===== src/rtl/pulse_meter.sv =====
// pulse_meter: measures the period, high width or low width of an asynchronous
// pulse in clk cycles, with a saturating counter and an overflow flag.
module pulse_meter #(
    parameter int unsigned CNT_W       = 16,
    parameter int unsigned NPER_W      = 4,
    parameter int unsigned SYNC_STAGES = 2
) (
    input  logic              clk,
    input  logic              rst,
    input  logic              pulse_in,
    input  logic [1:0]        mode,
    input  logic [NPER_W-1:0] nper,
    input  logic              clr,
    output logic [CNT_W-1:0]  meas,
    output logic              meas_valid,
    output logic              ovf
);

    localparam logic [1:0] ST_IDLE  = 2'd0;
    localparam logic [1:0] ST_ARMED = 2'd1;
    localparam logic [1:0] ST_MEAS  = 2'd2;

    localparam logic [1:0] MODE_OFF   = 2'd0;
    localparam logic [1:0] MODE_MULTI = 2'd1;
    localparam logic [1:0] MODE_HIGH  = 2'd2;
    localparam logic [1:0] MODE_LOW   = 2'd3;

    localparam logic [CNT_W-1:0] CNT_MAX = '1;

    logic [SYNC_STAGES-1:0] sync_q;
    logic                   hist_q;
    logic [1:0]             mode_q;

    logic [1:0]        state_q, state_d;
    logic [CNT_W-1:0]  cnt_q, cnt_d;
    logic [NPER_W-1:0] per_q, per_d;
    logic [NPER_W-1:0] nper_q, nper_d;
    logic              sat_q, sat_d;
    logic [CNT_W-1:0]  meas_q, meas_d;
    logic              valid_q, valid_d;
    logic              ovf_q, ovf_d;

    logic              sync_c;
    logic              rise_c;
    logic              fall_c;
    logic              start_c;
    logic              end_c;
    logic              abort_c;
    logic [NPER_W-1:0] target_c;
    logic [NPER_W-1:0] per_inc_c;
    logic [CNT_W-1:0]  inc_c;
    logic              inc_sat_c;

    // Synchronizer chain, edge-history flop and previous mode for change detection
    always_ff @(posedge clk or posedge rst) begin
        if (rst) begin
            sync_q <= '0;
            hist_q <= 1'b0;
            mode_q <= MODE_OFF;
        end else begin
            sync_q <= {sync_q[SYNC_STAGES-2:0], pulse_in};
            hist_q <= sync_q[SYNC_STAGES-1];
            mode_q <= mode;
        end
    end

    // Edge detection, edge selection per mode and saturating increment
    always_comb begin
        sync_c    = sync_q[SYNC_STAGES-1];
        rise_c    = sync_c & ~hist_q;
        fall_c    = ~sync_c & hist_q;
        start_c   = (mode == MODE_LOW) ? fall_c : rise_c;
        end_c     = (mode == MODE_HIGH) ? fall_c : rise_c;
        abort_c   = clr | (mode != mode_q);
        target_c  = (nper_q == '0) ? NPER_W'(1) : nper_q;
        per_inc_c = per_q + NPER_W'(1);
        inc_c     = (cnt_q == CNT_MAX) ? cnt_q : cnt_q + CNT_W'(1);
        inc_sat_c = sat_q | (cnt_q == CNT_MAX);
    end

    // Measurement FSM next state and result capture
    always_comb begin
        state_d = state_q;
        cnt_d   = cnt_q;
        per_d   = per_q;
        nper_d  = nper_q;
        sat_d   = sat_q;
        meas_d  = meas_q;
        valid_d = 1'b0;
        ovf_d   = 1'b0;

        if (abort_c) begin
            // clr or a mode change discards the partial measurement
            state_d = ST_IDLE;
            cnt_d   = '0;
            per_d   = '0;
            sat_d   = 1'b0;
        end else begin
            case (state_q)
                ST_IDLE: begin
                    if (mode != MODE_OFF) begin
                        state_d = ST_ARMED;
                    end
                end
                ST_ARMED: begin
                    if (mode == MODE_OFF) begin
                        state_d = ST_IDLE;
                    end else if (start_c) begin
                        cnt_d   = '0;
                        per_d   = '0;
                        sat_d   = 1'b0;
                        nper_d  = nper;
                        state_d = ST_MEAS;
                    end
                end
                ST_MEAS: begin
                    if (!end_c) begin
                        cnt_d = inc_c;
                        sat_d = inc_sat_c;
                    end else if (mode == MODE_MULTI) begin
                        if (per_inc_c == target_c) begin
                            // Final period: report, then restart on this same edge
                            meas_d  = inc_c;
                            valid_d = 1'b1;
                            ovf_d   = inc_sat_c;
                            cnt_d   = '0;
                            per_d   = '0;
                            sat_d   = 1'b0;
                            nper_d  = nper;
                        end else begin
                            per_d = per_inc_c;
                            cnt_d = inc_c;
                            sat_d = inc_sat_c;
                        end
                    end else begin
                        meas_d  = inc_c;
                        valid_d = 1'b1;
                        ovf_d   = inc_sat_c;
                        cnt_d   = '0;
                        sat_d   = 1'b0;
                        state_d = ST_ARMED;
                    end
                end
                default: begin
                    state_d = ST_IDLE;
                end
            endcase
        end
    end

    // FSM, counter and output registers
    always_ff @(posedge clk or posedge rst) begin
        if (rst) begin
            state_q <= ST_IDLE;
            cnt_q   <= '0;
            per_q   <= '0;
            nper_q  <= '0;
            sat_q   <= 1'b0;
            meas_q  <= '0;
            valid_q <= 1'b0;
            ovf_q   <= 1'b0;
        end else begin
            state_q <= state_d;
            cnt_q   <= cnt_d;
            per_q   <= per_d;
            nper_q  <= nper_d;
            sat_q   <= sat_d;
            meas_q  <= meas_d;
            valid_q <= valid_d;
            ovf_q   <= ovf_d;
        end
    end

    assign meas       = meas_q;
    assign meas_valid = valid_q;
    assign ovf        = ovf_q;

endmodule


===== config.mk =====
export PLATFORM = sky130hd
export DESIGN_NAME = pulse_meter
export DESIGN_NICKNAME = d
export VERILOG_FILES = /design/src/rtl/pulse_meter.sv
export SDC_FILE = /design/constraint.sdc
export NUM_CORES = 1
export LEC_CHECK = 0
export ABC_AREA = 1
export BUFFER_PORTS_ARGS = -buffer_cell sky130_fd_sc_hd__buf_2
export CORE_ASPECT_RATIO = 1.1
export CORE_MARGIN = 2
export CORE_UTILIZATION = 59
export CTS_CLUSTER_DIAMETER = 100
export DETAILED_ROUTE_END_ITERATION = 8
export PLACE_DENSITY_LB_ADDON = 0.2
export SLEW_MARGIN = 40
export SYNTH_ARGS = -nofsm -noshare
export SYNTH_HDL_FRONTEND = slang
export SYNTH_SLANG_ARGS = --single-unit

===== constraint.sdc =====
create_clock -name clk -period 2.19 [get_ports clk]
set_input_delay 0.438 -clock clk [delete_from_list [all_inputs] [get_ports clk]]
set_output_delay 0.438 -clock clk [all_outputs]
set_load 0.01 [all_outputs]

==> impl_metrics.yaml <==
power_and_ir_drop:
  fin_total_pwr_uw: 1790
  powerDensity_nw_per_um2: 572
  leakagePower_uw: 0.00154
  power.ir.vdd_worst_mv: 0.448
critical_path:
  timing.critical_path.arrival_ns: 2.24
  critPathRequiredTime_ns: 2.43
  cp-end-kind: "flop"
  ff2ff_path_depth: 10
  start_kind: "flop"
  critPathKind: "flop to flop"
  worst-path-max-fanout: 13
logic_synthesis:
  asyncSetResetFlopFracSynth: 1.00
  yosys.cell_types.count: 31
  synth_top_flop_cell: "sky130_fd_sc_hd__dfrtp_1"
  synth_cells: 350
  post-synth-top-area-fraction: 0.442
  ys_warn_count: 0
  synth_seq_cells: 50
  synth.top_cells.by_area: "sky130_fd_sc_hd__dfrtp_1, sky130_fd_sc_hd__nand2_1, sky130_fd_sc_hd__nand3_1"
  seq_area_frac_synth: 0.442
  post-synth-top-area-cell: "sky130_fd_sc_hd__dfrtp_1"
  syn_avg_cell_area_um2: 8.09
  synthMostInstantiatedCell: "sky130_fd_sc_hd__nand2_1"
  synth_commonest_cells: "sky130_fd_sc_hd__nand2_1, sky130_fd_sc_hd__dfrtp_1, sky130_fd_sc_hd__inv_1"
  mappedNetlistArea_um2: 2830
  synth-edff-count: 0
  syn-num-nets: 366
sta:
  report.final.slew_viol_count: 0
  timing.setup.tns_ns: 0
  hold_violations: 0
  final_min_period_over_clock_period: 0.909
  layout_min_cycle_time_ns: 1.99
  grt_setup_unrepaired: "false"
  max_slew_margin: 0.639
  setup_viol: 0
  clock_skew_ns: 0.00465
  maximum_frequency_from_static_timing_analysis_mhz: 502
  worst_slew_pin_slew_ns: 0.540
route:
  firstDrtPassIters: 4
  routed_wire_length_per_instance_um: 13.3
  initialDrtViolationCount: 120
  final_antenna_net_count: 0
  wirelength_um: 5840
  avgViaCountPerCell: 5.27
  via_count_of_the_routed_design: 2326
  drt_drc_violations_left: 0
die:
  floorplan.core_area_um2: 4620
  die_area_um2: 5370
  design.portCount: 28
  floorplan.initialDensity: 0.613
  fp.dieW_um: 70.0
  placement_rows: 26
  height_of_the_die_um: 76.6
global_route:
  grt_pass1_vias: 2286
  grt_met2_usage: 0.376
  grt_start_max_net_pins: 28
  grt_antenna_before_repair: 0
  groute.layer.met3.usage: 0.0397
  grt_pass1_wl_um: 9930
  gr-total-overflow: 0
  busiest_layer_in_global_routing: "met2"
  grtUsageTotal: 0.226
  met1_usage: 0.299
cells_and_area:
  layout.nets: 401
  post_route_cells_drive_above_1_share: 0.216
  area.growth.synth_to_final_pct: 10.7
  finalInstanceArea_um2: 3130
  final_antenna_diode_count: 0
  post_layout_utilization_of_the_core: 0.678
placed_design:
  place_area_um2: 3040
  port_buffers: 27
  dp.final_hpwl_um: 4160
  routabilityCongestion: 0.878
clocking:
  cts-root-buf: "sky130_fd_sc_hd__clkbuf_8"
  cts-htree-levels: 2
  insertion_delay_ns: 0.30
  clk_transition_reported_paths_ns: 0.09
  cts_inserted_buffers: 5
  post_cts_hold_buffer_count: 0
  maximum_buffer_depth_of_the_clock_tree: 2
  clock-sinks: 50
  tritoncts: "yes"
hold_path:
  hp-class: "input port to asynchronous set/reset pin"
flow_run:
  drv_cap: 0
status:
  status: "completed"
==> cells by family (layout without fill, tap and decap cells) <==
kind of cell             Yosys count  in the layout  share of synthesized area
AND/OR/NAND/NOR                  198            199                      0.340
XOR/XNOR                          11             11                     0.0340
buffers and inverters             45             79                     0.0681
flip-flops                        50             50                      0.442
adder cells (fa/ha/maj)            6              6                     0.0265
AO/OA/AOI/OAI                     40             40                     0.0889
==> final cells by class <==
type                    count  area (um2)
fillers                   401        1490
multi-input cells         256        1400
flip-flops and latches     50        1250
repair buffers             30         170
inverters                  42         159
well taps                  56        70.1
clock buffers               5        68.8
clock inverters             2        10.0
==> registers in the layout (all words and copies together) (netlist names) <==
| signal | cells |
|---|---|
| mode_q | 2 |
| per_q | 4 |
| hist_q | 1 |
| state_q | 2 |
| meas_valid | 1 |
| nper_q | 4 |
| ovf | 1 |
| cnt_q | 16 |
| meas | 16 |
| sync_q | 2 |
| sat_q | 1 |
==> path summary, 6_finish.rpt <==
kind	start	to	slack (ns)
min in group clk	pulse_in	sync_q[0]	0.24
setup reg to reg	per_q[0]	meas[8]	0.20
hold / removal	rst	meas[3]	0.17
max in group asynchronous	rst	state_q[1]	1.49
setup / recovery	per_q[0]	meas[8]	0.20
hold reg to reg	sync_q[0]	sync_q[1]	0.36
==> per-layer routing <==
layer  vias up  part of all wire  wire, um
li1       1187                 -         -
met1      1086              0.46      2710
met2        44              0.49      2850
met3         9             0.035       203
met4         0             0.015        85
met5         -                 0         0
==> per-stage QoR <==
stage	cells	hold WS, ns	setup WS, ns
6_report	441	0.172	0.198
5_1_grt	441	0.221	0.0501
4_1_cts	440	0.185	0.0818
3_5_place_dp	433	0.339	0.108
3_3_place_gp	433	0.346	0.192
2_1_floorplan	350	0.331	0.422
==> placed cells by master, fill, tap and decap left out, drive strengths merged, types with 5 or more instances in the layout <==
| cell | count |
|---|---|
| nor3 | 7 |
| buf | 30 |
| xnor2 | 5 |
| xor2 | 6 |
| inv | 41 |
| clkbuf | 5 |
| nand4 | 9 |
| dfrtp | 50 |
| nand2 | 120 |
| nor2 | 26 |
| o21ai | 35 |
| nand3 | 33 |
| ha | 6 |
==> what timing repair did <==
action | CTS | global route
resized for setup | 0 | 1
endpoints found under the setup margin | 0 | 9
buffers inserted | 0 | 0
==> worst max-delay path, cell delays in order, from the launching register on <==
cell and delay (ns):
sky130_fd_sc_hd__dfrtp_1 0.45, sky130_fd_sc_hd__ha_1 0.35, sky130_fd_sc_hd__xnor2_1 0.14, sky130_fd_sc_hd__nand3_1 0.10, sky130_fd_sc_hd__nor2_2 0.15, sky130_fd_sc_hd__nand2_4 0.10, sky130_fd_sc_hd__nand2_4 0.12, sky130_fd_sc_hd__nand3_4 0.20
sky130_fd_sc_hd__clkinv_2 0.18, sky130_fd_sc_hd__nand2_1 0.08, sky130_fd_sc_hd__nand2_1 0.07
==> power breakdown <==
part | switching [uW] | internal, uW | total (uW)
registers | 30.2 | 960 | 990
clock network | 289 | 215 | 504
logic | 198 | 101 | 299
Note: power is estimated with default switching activity, not from simulation.
